### config.mk
export PLATFORM = sky130hd
export DESIGN_NAME = cpu_run_ctrl_flat
export DESIGN_NICKNAME = d
export VERILOG_FILES = /design/src/rtl/cpu_run_ctrl_if.sv /design/src/rtl/cpu_run_ctrl.sv /design/src/flat_wrapper.sv
export SDC_FILE = /design/constraint.sdc
export NUM_CORES = 1
export LEC_CHECK = 0
export CAP_MARGIN = 20
export CORE_ASPECT_RATIO = 0.75
export CORE_UTILIZATION = 65
export CTS_CLUSTER_SIZE = 28
export DETAILED_ROUTE_END_ITERATION = 10
export DONT_BUFFER_PORTS = 1
export GPL_TIMING_DRIVEN = 0
export PLACE_DENSITY_LB_ADDON = 0.25
export SKIP_LAST_GASP = 1
export SLEW_MARGIN = 10
export SYNTH_ARGS = -nofsm -noshare
export SYNTH_HDL_FRONTEND = slang
export SYNTH_SLANG_ARGS = --single-unit
export TNS_END_PERCENT = 50
### constraint.sdc
create_clock -name CLK -period 3.3 [get_ports CLK]
set_clock_uncertainty 0.05 [all_clocks]
set_input_delay 0.66 -clock CLK [delete_from_list [all_inputs] [get_ports CLK]]
set_output_delay 0.66 -clock CLK [all_outputs]
set_load 0.05 [all_outputs]
### src/rtl/cpu_run_ctrl_if.sv
// cpu_run_ctrl_if: host / core handshake bundle for the run sequencer.
//   REQ, ABORT : host run request and abort (levels)
//   DONE       : processor HALT indication (level)
//   START      : hold-at-PC-0 control to the processor
//   BUSY, RUN_DONE, TIMED_OUT, CYCLES, RUN_COUNT : status back to the host
// The slave modport belongs to the sequencer, and the master modport to the
// harness side that drives requests and models the core's DONE.
interface cpu_run_ctrl_if #(
    parameter int unsigned CW = 16
);
    logic          REQ;
    logic          ABORT;
    logic          DONE;
    logic          START;
    logic          BUSY;
    logic          RUN_DONE;
    logic          TIMED_OUT;
    logic [CW-1:0] CYCLES;
    logic [7:0]    RUN_COUNT;

    modport slave (
        input  REQ, ABORT, DONE,
        output START, BUSY, RUN_DONE, TIMED_OUT, CYCLES, RUN_COUNT
    );

    modport master (
        output REQ, ABORT, DONE,
        input  START, BUSY, RUN_DONE, TIMED_OUT, CYCLES, RUN_COUNT
    );
endinterface

### src/rtl/cpu_run_ctrl.sv
// cpu_run_ctrl: host-side run sequencer for the accumulator processor.
// It parks the core with START high. On a host REQ it holds START for
// START_LEN cycles and then releases it. It counts RUN cycles until the core
// raises DONE or the timeout limit is reached, and then reports completion.
//   CLK   : system clock, rising edge
//   RST_N : asynchronous active-low reset
//   bus   : cpu_run_ctrl_if slave (REQ/ABORT/DONE in, START/BUSY/RUN_DONE/
//           TIMED_OUT/CYCLES/RUN_COUNT out). All outputs are registered.
module cpu_run_ctrl #(
    parameter int unsigned CW          = 16,
    parameter int unsigned START_LEN   = 2,
    parameter int unsigned TIMEOUT_LIM = 32'h0000_FFFF
) (
    input  logic                CLK,
    input  logic                RST_N,
    cpu_run_ctrl_if.slave       bus
);

    typedef enum logic [1:0] {
        IDLE   = 2'd0,
        LAUNCH = 2'd1,
        RUN    = 2'd2,
        REPORT = 2'd3
    } state_t;

    localparam logic [3:0]    LAUNCH_INIT = 4'(START_LEN - 1);
    localparam logic [CW-1:0] TLIM        = CW'(TIMEOUT_LIM);
    localparam bit            TO_EN       = (TIMEOUT_LIM != 0);

    state_t        state_q, state_d;
    logic [3:0]    lcnt_q, lcnt_d;
    logic [CW-1:0] cycles_q, cycles_d;
    logic [7:0]    run_count_q, run_count_d;
    logic          timed_out_q, timed_out_d;
    logic          start_q, start_d;
    logic          busy_q, busy_d;
    logic          run_done_q, run_done_d;

    // State and output registers
    always_ff @(posedge CLK or negedge RST_N) begin
        if (!RST_N) begin
            state_q     <= IDLE;
            lcnt_q      <= '0;
            cycles_q    <= '0;
            run_count_q <= '0;
            timed_out_q <= 1'b0;
            start_q     <= 1'b1;
            busy_q      <= 1'b0;
            run_done_q  <= 1'b0;
        end else begin
            state_q     <= state_d;
            lcnt_q      <= lcnt_d;
            cycles_q    <= cycles_d;
            run_count_q <= run_count_d;
            timed_out_q <= timed_out_d;
            start_q     <= start_d;
            busy_q      <= busy_d;
            run_done_q  <= run_done_d;
        end
    end

    // Next-state and counter updates. In RUN the priority is ABORT, then DONE,
    // then the timeout.
    always_comb begin
        state_d     = state_q;
        lcnt_d      = lcnt_q;
        cycles_d    = cycles_q;
        run_count_d = run_count_q;
        timed_out_d = timed_out_q;
        unique case (state_q)
            IDLE: begin
                if (bus.REQ && !bus.ABORT) begin
                    state_d     = LAUNCH;
                    lcnt_d      = LAUNCH_INIT;
                    cycles_d    = '0;
                    timed_out_d = 1'b0;
                end
            end
            LAUNCH: begin
                if (bus.ABORT) begin
                    state_d = IDLE;
                end else if (lcnt_q == '0) begin
                    state_d = RUN;
                end else begin
                    lcnt_d = lcnt_q - 4'd1;
                end
            end
            RUN: begin
                if (bus.ABORT) begin
                    state_d = IDLE;
                end else if (bus.DONE) begin
                    state_d     = REPORT;
                    run_count_d = run_count_q + 8'd1;
                end else if (TO_EN && (cycles_q == TLIM)) begin
                    state_d     = REPORT;
                    timed_out_d = 1'b1;
                end else if (cycles_q != '1) begin
                    cycles_d = cycles_q + 1'b1;
                end
            end
            REPORT: begin
                state_d = IDLE;
            end
            default: begin
                state_d = IDLE;
            end
        endcase
    end

    // The outputs are decoded from the next state, so that the registered copy
    // lines up with the state register.
    always_comb begin
        start_d    = (state_d != RUN);
        busy_d     = (state_d != IDLE);
        run_done_d = (state_d == REPORT);
    end

    assign bus.START     = start_q;
    assign bus.BUSY      = busy_q;
    assign bus.RUN_DONE  = run_done_q;
    assign bus.TIMED_OUT = timed_out_q;
    assign bus.CYCLES    = cycles_q;
    assign bus.RUN_COUNT = run_count_q;

endmodule

### src/flat_wrapper.sv
// flat-port wrapper written by rule: the top's interface ports become plain ports
module cpu_run_ctrl_flat 
#(
    parameter int unsigned CW          = 16,
    parameter int unsigned START_LEN   = 2,
    parameter int unsigned TIMEOUT_LIM = 32'h0000_FFFF
)
  (CLK, RST_N, bus_REQ, bus_ABORT, bus_DONE, bus_START, bus_BUSY, bus_RUN_DONE, bus_TIMED_OUT, bus_CYCLES, bus_RUN_COUNT);
  cpu_run_ctrl_if #(.CW(CW)) bus_i ();
  input  logic CLK;
  input  logic RST_N;
  input wire logic [$bits(bus_i.REQ)-1:0] bus_REQ;
  input wire logic [$bits(bus_i.ABORT)-1:0] bus_ABORT;
  input wire logic [$bits(bus_i.DONE)-1:0] bus_DONE;
  output wire logic [$bits(bus_i.START)-1:0] bus_START;
  output wire logic [$bits(bus_i.BUSY)-1:0] bus_BUSY;
  output wire logic [$bits(bus_i.RUN_DONE)-1:0] bus_RUN_DONE;
  output wire logic [$bits(bus_i.TIMED_OUT)-1:0] bus_TIMED_OUT;
  output wire logic [$bits(bus_i.CYCLES)-1:0] bus_CYCLES;
  output wire logic [$bits(bus_i.RUN_COUNT)-1:0] bus_RUN_COUNT;
  assign bus_i.REQ = bus_REQ;
  assign bus_i.ABORT = bus_ABORT;
  assign bus_i.DONE = bus_DONE;
  assign bus_START = bus_i.START;
  assign bus_BUSY = bus_i.BUSY;
  assign bus_RUN_DONE = bus_i.RUN_DONE;
  assign bus_TIMED_OUT = bus_i.TIMED_OUT;
  assign bus_CYCLES = bus_i.CYCLES;
  assign bus_RUN_COUNT = bus_i.RUN_COUNT;
  cpu_run_ctrl #(.CW(CW), .START_LEN(START_LEN), .TIMEOUT_LIM(TIMEOUT_LIM)) u_core (.CLK(CLK), .RST_N(RST_N), .bus(bus_i));
endmodule
==> impl_metrics.yaml, run 1 <==
status:
  status: "finished, final reports clean"
global_routing:
  use_met2: 0.454
  grt_pass1_vias: 1410
  grt_use_met3: 0.0920
  grt_max_degree: 35
  antenna_found_initial: 0
  track_usage: 0.276
  grt_overflow: 0
  grt_pass1_wl_um: 6620
  use_met1: 0.359
  grt.busiest_layer: "met2"
logic_synthesis:
  synth_top_area_share: 0.442
  synthAdderAreaFrac: 0.0268
  synthTopCellsByArea: "dfrtp_1 44%, mux2i_1 3.7%, nand2_1 3.2%"
  yosys_warnings: 0
  synth_ff_type: "dfrtp_1"
  synth_cells: 177
  synth-seq-cells: 34
  synth_top_family_by_area: "simple AND/OR/NAND/NOR gates"
  synth.most_common_cell: "dfrtp_1"
  synth_edf_count: 0
  async_flop_share: 1.00
  syn_area_per_cell_um2: 10.6
  yosysUniqueCellTypes: 44
  synth-simple-area-share: 0.252
  synthXorXnorAreaFrac: 0.0422
  mappedNetlistNets: 186
  yosysSeqAreaShare: 0.456
  synth_top_area_cell: "dfrtp_1"
  synth-compound-area-share: 0.132
  synth.mux.area_fraction: 0.0616
  ys_top_cells_by_count: "33 x dfrtp_1, 16 x nand2_1, 11 x nand3_1"
  synthesis.area_um2: 1870
critical_path:
  critPathKind: "flop to flop"
  cp-startpoint: "u_core.bus.CYCLES[8]"
  r2r_start: "u_core.bus.CYCLES[8]"
  worstPathMaxFanout: 10
  worstSetupEndpoint: "u_core.state_q[0]"
  end_kind: "flop"
  required_ps: 3410
  rrSetupSlack_ps: 790
  worst_path_dominant_cell_family: "simple AND/OR/NAND/NOR gates"
  critPathBufInv: 1
  arrival_ps: 2620
  reg2regPathDepth: 5
  critPathMaxStageDelay_ps: 750
  critPathSlowestCell: "dfrtp_1"
  cp.depth: 5
  start_kind: "flop"
  r2r_end: "u_core.state_q[0]"
  cp_cell_sequence: "nand4_1 -> nor4_2 -> buf_4 -> nor2_1 -> o311ai_1"
finish:
  n_antenna_cell: 0
  final_util: 0.750
  drive_gt1_frac: 0.148
  finalNetCount: 193
  area_delta_synth_final_pct: 6.83
  finalInstanceArea_um2: 2000
clock_network:
  clk_path_buf_depth: 2
  clkLatencyLatePin_ps: 280
  holdBufCountCts: 0
  cts_max_level: 2
  clkTransAtPathRegs_ps: 70
  post_cts_resize_count: 0
  tritoncts: "done"
  numCtsBuffers: 5
  cts-root-buf: "clkbuf_8"
  cts_setup_buffers: 0
  clock_sinks: 34
sta:
  hold_violations: 0
  finalCritPeriodShare: 0.760
  whs_ps: 21.1
  setup_viol: 0
  drv_slew: 0
  clock.fmax_ghz: 0.399
  finalCriticalPeriod_ps: 2510
  relSlewSlack: 0.500
  worstMarginPinSlew_ps: 740
  rsz0062_at_grt: "no"
  setup_tns_ps: 0
floorplanning:
  core_um2: 2660
  io_pins: 33
  die_y_um: 48.4
  initial_core_util: 0.702
  row_count: 16
  die_area_um2: 3100
  die_w_um: 63.9
power:
  power_uw: 1100
  p_per_area_nw_per_um2: 549
  p_leak_uw: 0.000830
  max-vdd-ir-drop_mv: 0.556
placement:
  dp_hpwl_um: 2690
  gp_congestion: 0.770
  place_area_um2: 1910
  io_buffers: 0
route:
  first_pass_iters: 4
  routed_wl_um: 3780
  drc_errors: 0
  dr.first_iter.drc_count: 81
  vias: 1415
  via_per_inst: 6.46
  antenna_left: 0
  wl_per_cell_um: 17.2
job:
  maxCapViolCount: 0
min_path:
  hold_class: "input port to asynchronous set/reset pin"
## per-layer routing
| layer | vias up | part of all wire | wire [µm] |
|---|---|---|---|
| li1 | 670 | - | - |
| met1 | 694 | 0.45 | 1680 |
| met2 | 47 | 0.49 | 1850 |
| met3 | 4 | 0.059 | 223 |
| met4 | 0 | 0.0061 | 23 |
| met5 | - | 0 | 0 |
## cells by family after synthesis
kind of cell | count (synthesis)
XOR/XNOR | 9
AO/OA/AOI/OAI | 29
AND/OR/NAND/NOR | 80
flip-flops | 34
buffers and inverters | 10
adder cells (fa/ha/maj) | 4
multiplexers | 11
## through the flow
step / setup slack, ps / instances
2_1_floorplan: 1180 / 177
6_report: 792 / 219
3_5_place_dp: 860 / 213
4_1_cts: 827 / 219
3_3_place_gp: 970 / 213
5_1_grt: 688 / 219
## sequential cells by signal, indices dropped and copies added (netlist names)
signal and cells:
u_core.bus.TIMED_OUT 1, u_core.state_q 2, u_core.lcnt_q 4, u_core.bus.RUN_DONE 1, u_core.bus.START 1, u_core.bus.BUSY 1, u_core.bus.RUN_COUNT 8, u_core.bus.CYCLES 16
## worst min path at each step
stage	endpoint	cells past startpoint	startpoint	slack (ps)
6_report	u_core.state_q[0]	0	RST_N	20
5_1_grt	u_core.bus.CYCLES[10]	0	RST_N	8
4_1_cts	u_core.bus.RUN_DONE	0	RST_N	20
3_5_place_dp	u_core.bus.RUN_COUNT[3]	0	RST_N	310
3_3_place_gp	u_core.bus.RUN_COUNT[4]	0	RST_N	310
2_1_floorplan	u_core.bus.BUSY	0	RST_N	310
## area by class of cell
class | instances | area [µm²]
Fill cell | 183 | 666
Sequential cell | 34 | 852
Multi-Input combinational cell | 133 | 962
Tap cell | 36 | 45.0
Buffer | 6 | 40.0
Clock buffer | 6 | 82.6
Inverter | 4 | 15.0
## power breakdown
part	internal, µW	switching (µW)	total (µW)
logic	96.5	124	221
clock network	161	137	298
registers	463	116	578
## placed cells by master (no fill, tap or decap), types with 4 or more instances in the layout
master | Yosys | layout
o31ai_1 | 6 | 6
mux2i_1 | 7 | 7
ha_1 | 4 | 4
nand2_1 | 16 | 16
nand2b_1 | 9 | 9
inv_1 | 4 | 4
nor2_1 | 9 | 9
nand4_1 | 5 | 5
xnor2_1 | 5 | 5
clkbuf_8 | 0 | 6
mux2_2 | 4 | 4
a21oi_1 | 7 | 7
nand3_1 | 11 | 11
xor2_1 | 4 | 4
dfrtp_1 | 33 | 33
(Power assumes the default switching activity.)
==> inputs of run 2 (changes only) <==
--- a/config.mk
+++ b/config.mk
@@ -7,7 +7,7 @@
 export LEC_CHECK = 0
 export CAP_MARGIN = 20
 export CORE_ASPECT_RATIO = 0.75
-export CORE_UTILIZATION = 65
+export CORE_UTILIZATION = 62
 export CTS_CLUSTER_SIZE = 28
 export DETAILED_ROUTE_END_ITERATION = 10
 export DONT_BUFFER_PORTS = 1
==> constraint.sdc (replaced) <==
create_clock -name CLK -period 2.5 [get_ports CLK]
set_clock_uncertainty 0.05 [all_clocks]
set_input_delay 0.5 -clock CLK [delete_from_list [all_inputs] [get_ports CLK]]
set_output_delay 0.5 -clock CLK [all_outputs]
set_load 0.05 [all_outputs]
==> impl_metrics.yaml, run 2 (synthesis gave the netlist of run 1 again) <==
status:
  status: "finished, final reports clean"
critical_path:
  required_ps: 2640
  critPathSlowestCell: "dfrtp_1"
  cp_cell_sequence: "nand4_1 -> nor4_2 -> buf_4 -> nor2_1 -> o311ai_1"
  reg2regPathDepth: 5
  critPathMaxStageDelay_ps: 710
  start_kind: "flop"
  critPathKind: "flop to flop"
  worstPathMaxFanout: 10
  arrival_ps: 2470
  end_kind: "flop"
sta:
  whs_ps: 296
  setup_tns_ps: 0
  worstMarginPinSlew_ps: 755
  setup_ws_ps: 163
  clock.fmax_ghz: 0.428
  drv_slew: 0
  hold_violations: 0
  setup_viol: 0
  finalCriticalPeriod_ps: 2340
  finalCritPeriodShare: 0.935
  relSlewSlack: 0.490
  rsz0062_at_grt: "no"
placement:
  dp_hpwl_um: 2800
  place_ws_ps: 153
  io_buffers: 0
  place_area_um2: 1910
  gp_congestion: 0.793
floorplanning:
  initial_core_util: 0.682
  die_w_um: 65.4
  core_um2: 2740
  die_y_um: 49.6
  io_pins: 33
  die_area_um2: 3240
  row_count: 16
route:
  antenna_left: 0
  drc_errors: 0
  wl_per_cell_um: 17.9
  routed_wl_um: 3990
  via_per_inst: 6.40
  first_pass_iters: 4
  dr.first_iter.drc_count: 112
  vias: 1427
finish:
  drive_gt1_frac: 0.160
  final_util: 0.749
  seq_area_um2: 855
  largest_reg_flops: 16
  final_cell_mix: "31 x dfrtp_1, 16 x nand2_1, 11 x nand3_1"
  finalInstanceArea_um2: 2050
  area_delta_synth_final_pct: 9.84
  fillers: 196
  n_antenna_cell: 0
  final_common_cell: "dfrtp_1"
  finalNetCount: 195
  multi_input_area_um2: 962
clock_network:
  numCtsBuffers: 5
  tritoncts: "done"
  clkTransAtPathRegs_ps: 70
  clock_sinks: 34
  clkLatencyLatePin_ps: 290
  cts_max_level: 2
  cts-root-buf: "clkbuf_8"
  cts_setup_buffers: 0
  clk_path_buf_depth: 2
global_routing:
  grt_overflow: 0
  antenna_found_initial: 0
  track_usage: 0.288
  grt_max_degree: 35
  grt_pass1_vias: 1487
  grt_pass1_wl_um: 6900
power:
  p_leak_uw: 0.000849
  max-vdd-ir-drop_mv: 0.685
  p_per_area_nw_per_um2: 766
min_path:
  hold_class: "input port to flop"
  holdPathStages: 1
job:
  maxCapViolCount: 0
-- run 2: cell count changes in the layout (fill, tap and decap cells not counted), sizes merged --
cell / change
clkbuf: +1
bufinv: +1
buf: +1
dlygate4sd3: +1
-- run 2: path summary, 6_finish.rpt --
check / slack, ps / endpoint / startpoint
setup / recovery: 160 / u_core.state_q[0] / u_core.bus.CYCLES[10]
hold / removal: 300 / u_core.bus.BUSY / bus_REQ
setup reg to reg: 160 / u_core.state_q[0] / u_core.bus.CYCLES[10]
hold reg to reg: 430 / u_core.lcnt_q[0] / u_core.lcnt_q[0]
max in group asynchronous: 1560 / u_core.bus.START / RST_N
min in group asynchronous: 600 / u_core.bus.TIMED_OUT / RST_N
-- run 2: area by class of cell --
type,instances,area share
inverter,4,0.00731
multi-input combinational,133,0.469
buffer,6,0.0195
timing repair buffer,2,0.0146
tap,36,0.0219
clock buffer,7,0.0372
sequential,34,0.416
clock inverter,1,0.0146
-- run 2: repair_timing --
item / CTS / global route
hold buffers: 2 / 0
setup endpoints to repair: 0 / 4
gates resized for setup: 0 / 2
endpoints found under the hold margin: 34 / 0
-- run 2: power by group --
part | total (µW) | internal [µW] | leakage (µW) | switching (µW)
clock | 495 | 298 | 0.0000524 | 197
combinational | 315 | 132 | 0.000337 | 183
sequential | 762 | 610 | 0.000459 | 151
total | 1570 | 1040 | 0.000849 | 531
-- run 2: per-layer routing --
| layer | share of wire | up-vias | routed length (µm) | track usage |
|---|---|---|---|---|
| met4 | 0.020 | 0 | 79 | 0.109 |
| met3 | 0.069 | 8 | 274 | 0.116 |
| met5 | 0 | - | 0 | 0 |
| met1 | 0.42 | 694 | 1690 | 0.356 |
| met2 | 0.49 | 47 | 1950 | 0.454 |
| li1 | - | 678 | - | - |
-- run 2: through the flow --
step / instances / total power, µW
finish: 223 / 1570
global route: 223 / 1650
CTS: 223 / 1580
detailed placement: 213 / 1060
global placement: 213 / 1040
floorplan: 177 / 992
-- run 2: critical path: cells and delay by family (launching register included) --
family          cells  cell delay, ps
buf+inv             1             290
compound gates      1             270
flops               1             710
simple gates        3             910
==> inputs of run 3 (changes only) <==
--- a/config.mk
+++ b/config.mk
@@ -5,7 +5,6 @@
 export SDC_FILE = /design/constraint.sdc
 export NUM_CORES = 1
 export LEC_CHECK = 0
-export CAP_MARGIN = 20
 export CORE_ASPECT_RATIO = 0.75
 export CORE_UTILIZATION = 62
 export CTS_CLUSTER_SIZE = 28
==> results of run 3 <==
No change in the layout: final DEF, timing and power equal those of run 2.
